### src/rtl/pto_axis_driver_if.sv
// Avalon-MM register port of the pulse-train axis driver.
// Read data is registered in the slave and returned one clock after avs_read; there is no wait-request.
interface pto_axis_driver_if;
    logic [2:0]  avs_address;
    logic        avs_write;
    logic [31:0] avs_writedata;
    logic        avs_read;
    logic [31:0] avs_readdata;

    modport master (
        output avs_address, avs_write, avs_writedata, avs_read,
        input  avs_readdata
    );

    modport slave (
        input  avs_address, avs_write, avs_writedata, avs_read,
        output avs_readdata
    );
endinterface

### src/rtl/pto_axis_driver.sv
// Step/direction pulse-train generator for one axis, driven by firmware through Avalon-MM registers.
// Read latency 1, pto/motor_dir registered; no backpressure, every access completes in one cycle.
module pto_axis_driver #(
    parameter int CNT_W         = 32,
    parameter int DIR_SETUP_CYC = 50,
    parameter int MIN_HALF      = 2
) (
    input  logic             clk_clk,
    input  logic             reset_reset_n,
    pto_axis_driver_if.slave avs,
    output logic             irq,
    output logic             pto,
    output logic             motor_dir
);

    localparam logic [1:0] S_IDLE  = 2'd0;
    localparam logic [1:0] S_SETUP = 2'd1;
    localparam logic [1:0] S_HIGH  = 2'd2;
    localparam logic [1:0] S_LOW   = 2'd3;

    localparam logic [CNT_W-1:0] ONE      = CNT_W'(1);
    localparam logic [CNT_W-1:0] HALF_MIN = CNT_W'(MIN_HALF);
    localparam logic [CNT_W-1:0] SETUP_LD = CNT_W'(DIR_SETUP_CYC - 1);

    logic [1:0]       state_q, state_d;
    logic [CNT_W-1:0] period_q, period_d;
    logic [CNT_W-1:0] count_q, count_d;
    logic [CNT_W-1:0] rem_q, rem_d;
    logic [CNT_W-1:0] half_q, half_d;
    logic [CNT_W-1:0] cnt_q, cnt_d;
    logic             dir_q, dir_d;
    logic             irq_en_q, irq_en_d;
    logic             done_q, done_d;
    logic             abort_q, abort_d;
    logic             pto_q, pto_d;
    logic             mdir_q, mdir_d;
    logic [31:0]      rdata_q, rdata_d;

    logic             wr_ctrl;
    logic             start;
    logic             stop;
    logic             busy;
    logic [CNT_W-1:0] half_eff;

    assign wr_ctrl  = avs.avs_write && (avs.avs_address == 3'd0);
    // STOP in the same write as START suppresses the start.
    assign start    = wr_ctrl && avs.avs_writedata[0] && !avs.avs_writedata[1];
    assign stop     = wr_ctrl && avs.avs_writedata[1];
    assign busy     = (state_q != S_IDLE);
    assign half_eff = (period_q < HALF_MIN) ? HALF_MIN : period_q;

    always_comb begin
        state_d  = state_q;
        period_d = period_q;
        count_d  = count_q;
        rem_d    = rem_q;
        half_d   = half_q;
        cnt_d    = cnt_q;
        dir_d    = dir_q;
        irq_en_d = irq_en_q;
        done_d   = done_q;
        abort_d  = abort_q;
        pto_d    = pto_q;
        mdir_d   = mdir_q;
        rdata_d  = rdata_q;

        if (avs.avs_write) begin
            case (avs.avs_address)
                3'd0: begin
                    dir_d    = avs.avs_writedata[2];
                    irq_en_d = avs.avs_writedata[3];
                end
                3'd1: period_d = avs.avs_writedata[CNT_W-1:0];
                3'd2: count_d  = avs.avs_writedata[CNT_W-1:0];
                3'd3: begin
                    if (avs.avs_writedata[1]) done_d  = 1'b0;
                    if (avs.avs_writedata[2]) abort_d = 1'b0;
                end
                default: ;
            endcase
        end

        // Flag sets below follow the W1C clears so a hardware set wins.
        if (stop && busy) begin
            state_d = S_IDLE;
            pto_d   = 1'b0;
            abort_d = 1'b1;
        end else begin
            case (state_q)
                S_IDLE: begin
                    if (start) begin
                        mdir_d = avs.avs_writedata[2];
                        rem_d  = count_q;
                        if (count_q == '0) begin
                            done_d = 1'b1;
                        end else if (avs.avs_writedata[2] == mdir_q) begin
                            state_d = S_HIGH;
                            pto_d   = 1'b1;
                            half_d  = half_eff;
                            cnt_d   = half_eff - ONE;
                        end else begin
                            state_d = S_SETUP;
                            cnt_d   = SETUP_LD;
                        end
                    end
                end
                S_SETUP: begin
                    if (cnt_q == '0) begin
                        state_d = S_HIGH;
                        pto_d   = 1'b1;
                        half_d  = half_eff;
                        cnt_d   = half_eff - ONE;
                    end else begin
                        cnt_d = cnt_q - ONE;
                    end
                end
                S_HIGH: begin
                    if (cnt_q == '0) begin
                        state_d = S_LOW;
                        pto_d   = 1'b0;
                        cnt_d   = half_q - ONE;
                    end else begin
                        cnt_d = cnt_q - ONE;
                    end
                end
                default: begin
                    if (cnt_q == '0) begin
                        rem_d = rem_q - ONE;
                        if (rem_q == ONE) begin
                            state_d = S_IDLE;
                            done_d  = 1'b1;
                        end else begin
                            state_d = S_HIGH;
                            pto_d   = 1'b1;
                            half_d  = half_eff;
                            cnt_d   = half_eff - ONE;
                        end
                    end else begin
                        cnt_d = cnt_q - ONE;
                    end
                end
            endcase
        end

        if (avs.avs_read) begin
            case (avs.avs_address)
                3'd1:    rdata_d = 32'(period_q);
                3'd2:    rdata_d = 32'(count_q);
                3'd3:    rdata_d = {29'd0, abort_q, done_q, busy};
                3'd4:    rdata_d = 32'(rem_q);
                default: rdata_d = 32'd0;
            endcase
        end
    end

    always_ff @(posedge clk_clk or negedge reset_reset_n) begin
        if (!reset_reset_n) begin
            state_q  <= S_IDLE;
            period_q <= '0;
            count_q  <= '0;
            rem_q    <= '0;
            half_q   <= '0;
            cnt_q    <= '0;
            dir_q    <= 1'b0;
            irq_en_q <= 1'b0;
            done_q   <= 1'b0;
            abort_q  <= 1'b0;
            pto_q    <= 1'b0;
            mdir_q   <= 1'b0;
            rdata_q  <= '0;
        end else begin
            state_q  <= state_d;
            period_q <= period_d;
            count_q  <= count_d;
            rem_q    <= rem_d;
            half_q   <= half_d;
            cnt_q    <= cnt_d;
            dir_q    <= dir_d;
            irq_en_q <= irq_en_d;
            done_q   <= done_d;
            abort_q  <= abort_d;
            pto_q    <= pto_d;
            mdir_q   <= mdir_d;
            rdata_q  <= rdata_d;
        end
    end

    assign avs.avs_readdata = rdata_q;
    assign pto              = pto_q;
    assign motor_dir        = mdir_q;
    assign irq              = irq_en_q & (done_q | abort_q);

endmodule

### src/flat_wrapper.sv
// flat-port wrapper written by rule: the top's interface ports become plain ports
module pto_axis_driver_flat 
#(
    parameter int CNT_W         = 32,
    parameter int DIR_SETUP_CYC = 50,
    parameter int MIN_HALF      = 2
)
  (clk_clk, reset_reset_n, irq, pto, motor_dir, avs_avs_address, avs_avs_write, avs_avs_writedata, avs_avs_read, avs_avs_readdata);
  pto_axis_driver_if avs_i ();
  input  logic clk_clk;
  input  logic reset_reset_n;
  output logic irq;
  output logic pto;
  output logic motor_dir;
  input wire logic [$bits(avs_i.avs_address)-1:0] avs_avs_address;
  input wire logic [$bits(avs_i.avs_write)-1:0] avs_avs_write;
  input wire logic [$bits(avs_i.avs_writedata)-1:0] avs_avs_writedata;
  input wire logic [$bits(avs_i.avs_read)-1:0] avs_avs_read;
  output wire logic [$bits(avs_i.avs_readdata)-1:0] avs_avs_readdata;
  assign avs_i.avs_address = avs_avs_address;
  assign avs_i.avs_write = avs_avs_write;
  assign avs_i.avs_writedata = avs_avs_writedata;
  assign avs_i.avs_read = avs_avs_read;
  assign avs_avs_readdata = avs_i.avs_readdata;
  pto_axis_driver #(.CNT_W(CNT_W), .DIR_SETUP_CYC(DIR_SETUP_CYC), .MIN_HALF(MIN_HALF)) u_core (.clk_clk(clk_clk), .reset_reset_n(reset_reset_n), .avs(avs_i), .irq(irq), .pto(pto), .motor_dir(motor_dir));
endmodule
### config.mk
export PLATFORM = sky130hd
export DESIGN_NAME = pto_axis_driver_flat
export DESIGN_NICKNAME = d
export VERILOG_FILES = /design/src/rtl/pto_axis_driver_if.sv /design/src/rtl/pto_axis_driver.sv /design/src/flat_wrapper.sv
export SDC_FILE = /design/constraint.sdc
export NUM_CORES = 1
export LEC_CHECK = 0
export ABC_AREA = 1
export CAP_MARGIN = 20
export CORE_ASPECT_RATIO = 1.1
export CORE_MARGIN = 10
export CORE_UTILIZATION = 61
export DETAILED_ROUTE_END_ITERATION = 8
export PLACE_DENSITY = 0.81
export RECOVER_POWER = 25
export SYNTH_ARGS = -nofsm -noshare
export SYNTH_HDL_FRONTEND = slang
export SYNTH_SLANG_ARGS = --single-unit
### constraint.sdc
create_clock -name clk_clk -period 3 [get_ports clk_clk]
set_input_delay 0.75 -clock clk_clk [delete_from_list [all_inputs] [get_ports clk_clk]]
set_output_delay 0.75 -clock clk_clk [all_outputs]
set_load 0.01 [all_outputs]
==> flow_metrics.env <==
export IMPL_hold_path_class="register to register"
export IMPL_max_stage_delay_ns=0.43
export IMPL_yosys_warnings=0
export IMPL_clkTransAtPathRegs_ns=0.08
export IMPL_finish_utilization_pct=73.75
export IMPL_period_needed_ns=2.787
export IMPL_gp_congestion=1.033
export IMPL_dieArea_um2=26940
export IMPL_ios=74
export IMPL_dp_hpwl_um=32940
export IMPL_finalCritPeriodShare_pct=92.90
export IMPL_ys_seq_area_share_pct=39.30
export IMPL_routedWlPerCell_um=19.46
export IMPL_crit_family="simple AND/OR/NAND/NOR gates"
export IMPL_cts_setup_buffers=0
export IMPL_antenna_left=0
export IMPL_finalSetupViolations=0
export IMPL_cts_buffers=17
export IMPL_grt_ovfl_total=0
export IMPL_cts_hold_buf=0
export IMPL_cp_arrival_ns=3.18
export IMPL_dpl_cell_area_um2=14480
export IMPL_cp_required_ns=3.40
export IMPL_worstSetupStartpoint="u_core.state_q[1]"
export IMPL_worstMarginPinSlew_ns=2.412
export IMPL_track_usage_pct=32.11
export IMPL_die_y_um=171.2
export IMPL_failed_checks="max-capacitance violations, max-slew violations"
export IMPL_synth_edf_count=0
export IMPL_drv_cap=1
export IMPL_hold_viol=0
export IMPL_r2r_setup_slack_ns=0.21
export IMPL_dr_pass1_iters=6
export IMPL_fp_row_count=55
export IMPL_ys_top_cells_by_area="dfrtp_1 (39%), nand2_1 (11%), o21ai_0 (8.2%)"
export IMPL_r2r_cells=12
export IMPL_core_area_um2=20510
export IMPL_yosysUniqueCellTypes=57
export IMPL_avgSynthCellArea_um2=7.110
export IMPL_cp_max_fo=23
export IMPL_cts_tree="built"
export IMPL_synthArstFlopShare_pct=100.0
export IMPL_timing_critical_path_to="u_core.cnt_q[25]"
export IMPL_vias=12964
export IMPL_clock_skew_ns=0.01511
export IMPL_relSlewSlack_pct=-61.06
export IMPL_synth_ff_type="dfrtp_1"
export IMPL_holdPathStages=2
export IMPL_cts_htree_levels=4
export IMPL_num_antenna_cells=0
export IMPL_crit_buf_inv=2
export IMPL_clk_path_buf_depth=2
export IMPL_holdWs_ns=0.4943
export IMPL_clockRootBuffer="clkbuf_16"
export IMPL_status="finished, violations left"
export IMPL_r2r_end="u_core.cnt_q[25]"
export IMPL_die_w_um=157.4
export IMPL_fill_cells=1642
export IMPL_synth_area_um2=12670
export IMPL_fmax_mhz=358.8
export IMPL_grt_pass1_vias=12671
export IMPL_path_common_cell="nand2_1"
export IMPL_drive_gt1_share_pct=12.26
export IMPL_cp_end_kind="register"
export IMPL_drt_vias_per_instance=5.877
export IMPL_wl_um=42940
export IMPL_yosys_area_top_type="dfrtp_1"
export IMPL_power_density_cell_area_nw_per_um2=905.8
export IMPL_syn_nets=1832
export IMPL_insertion_delay_ns=0.45
export IMPL_p_leak_nw=7.172
export IMPL_grt_max_degree=65
export IMPL_synth_seq_cells=199
export IMPL_fin_total_pwr_mw=13.70
export IMPL_start_util_pct=61.78
export IMPL_io_buffers=73
export IMPL_area_growth_syn_to_layout_pct=19.37
export IMPL_synthTopCellsByCount="nand2_1 (377), nor2_1 (277), inv_1 (227)"
export IMPL_slowest_stage="dfrtp_1"
export IMPL_vdd_ir_drop_worst_v=0.0005064
export IMPL_synth_most_common_cell="nand2_1"
export IMPL_rr_startpoint="u_core.state_q[1]"
export IMPL_synth_top_area_share_pct=39.30
export IMPL_grt_antenna_before_repair=0
export IMPL_dr_first_iter_drc_count=1357
export IMPL_layout_area_seq_um2=4980
export IMPL_multi_input_area_um2=6578
export IMPL_cp_depth=12
export IMPL_path_cells="inv_1 > ha_1 > nand2_1 > nor4_2 > nand4_1 > o21ai_1 > nor2_4 > inv_4 > nor2_1 > o21ai_0 > nand2_1 > nand2_1"
export IMPL_cts_resized=0
export IMPL_fin_nets=1988
export IMPL_crit_type="register to register"
export IMPL_stdcell_area_um2=15120
export IMPL_critical_path_startpoint_type="register"
export IMPL_clock_sinks=199
export IMPL_synth_cells=1782
export IMPL_grt_pass1_wl_um=67330
export IMPL_drc_errors=0
export IMPL_slew_violations=47
[worst min path at each step]
stage               slack [ns]                  startpoint                          to
global route              0.52  u_core.avs.avs_readdata[8]  u_core.avs.avs_readdata[8]
detailed placement        0.48          u_core.count_q[28]          u_core.count_q[28]
CTS                       0.25               reset_reset_n             u_core.cnt_q[2]
finish                    0.49          u_core.count_q[28]          u_core.count_q[28]
floorplan                 0.45               reset_reset_n              u_core.abort_q
global placement          0.47          u_core.count_q[28]          u_core.count_q[28]
[sequential cells by signal (all words and copies together), names as in the netlist, 2 cells and up]
signal                   cells
u_core.count_q              32
u_core.half_q               32
u_core.rem_q                32
u_core.period_q             32
u_core.cnt_q                32
u_core.avs.avs_readdata     32
u_core.state_q               2
[metrics by stage]
stage               setup TNS [ns]  instances  worst slack, ns
floorplan                        0       1782           0.4023
global placement                 0       2175           0.1315
detailed placement               0       2175          0.05971
CTS                              0       2206           0.1079
global route             -0.002965       2206        -0.002965
finish                           0       2206           0.2131
[layer usage]
layer  vias to the layer above  track usage (%)  wire length (µm)
met3                       136            5.197              3345
met4                         0            16.64              2129
met5                         -                0                 0
li1                       6122                -                 -
met1                      6035            38.59             16550
met2                       671            54.33             20910
[cells in the final DEF, fill, tap and decap left out, types with 3 or more instances in the layout]
cell type	n
nand2_1	375
clkbuf_16	17
o2111ai_1	4
clkinv_8	3
nor3_1	22
xor2_1	48
nor3_2	3
mux2_2	17
xnor2_1	16
a21oi_2	4
inv_1	227
nand3_1	80
ha_1	10
o22ai_1	20
o221ai_1	15
nor4_1	9
a22oi_2	4
nand4_1	26
and3_1	3
dfrtp_1	199
inv_8	6
or2_2	5
nor2_1	272
o211ai_1	19
buf_4	114
nand2_2	5
o21ai_0	207
inv_2	5
clkdlybuf4s50_1	72
buf_12	8
nor2_2	20
a21oi_1	42
o21ai_2	3
o21ai_1	14
nor2_4	5
o31ai_1	5
a31oi_1	11
[report_power, final]
group	switching, mW	internal (mW)	leakage, nW
combinational	4.32	2.51	4.37
sequential	0.925	3.54	2.51
clock	1.19	1.20	0.298
[tightest hold or removal path, stage by stage (launching register included)]
cell and delay [ns]:
dfrtp_1 0.35, nand2_1 0.05, o21ai_0 0.06
[layout make-up]
type                    count  area share, %
repair buffers            195          11.57
multi-input cells        1289          43.49
flip-flops and latches    199          32.93
clock inverters            14          1.200
clock buffers              17          2.813
well taps                 256          2.118
inverters                 236          5.882
[logic make-up (layout without fill, tap and decap cells)]
logic type,Yosys count,count (layout),share of synthesized area (%)
AOI/OAI and AO/OA,359,359,16.30
buffers and inverters,294,462,9.244
DFF,199,199,39.30
and+or+nand+nor,836,836,27.97
adders and majority gates,11,11,1.086
xor gates and xnor gates,64,64,4.424
muxes,19,19,1.669
(Power assumes the default switching activity.)
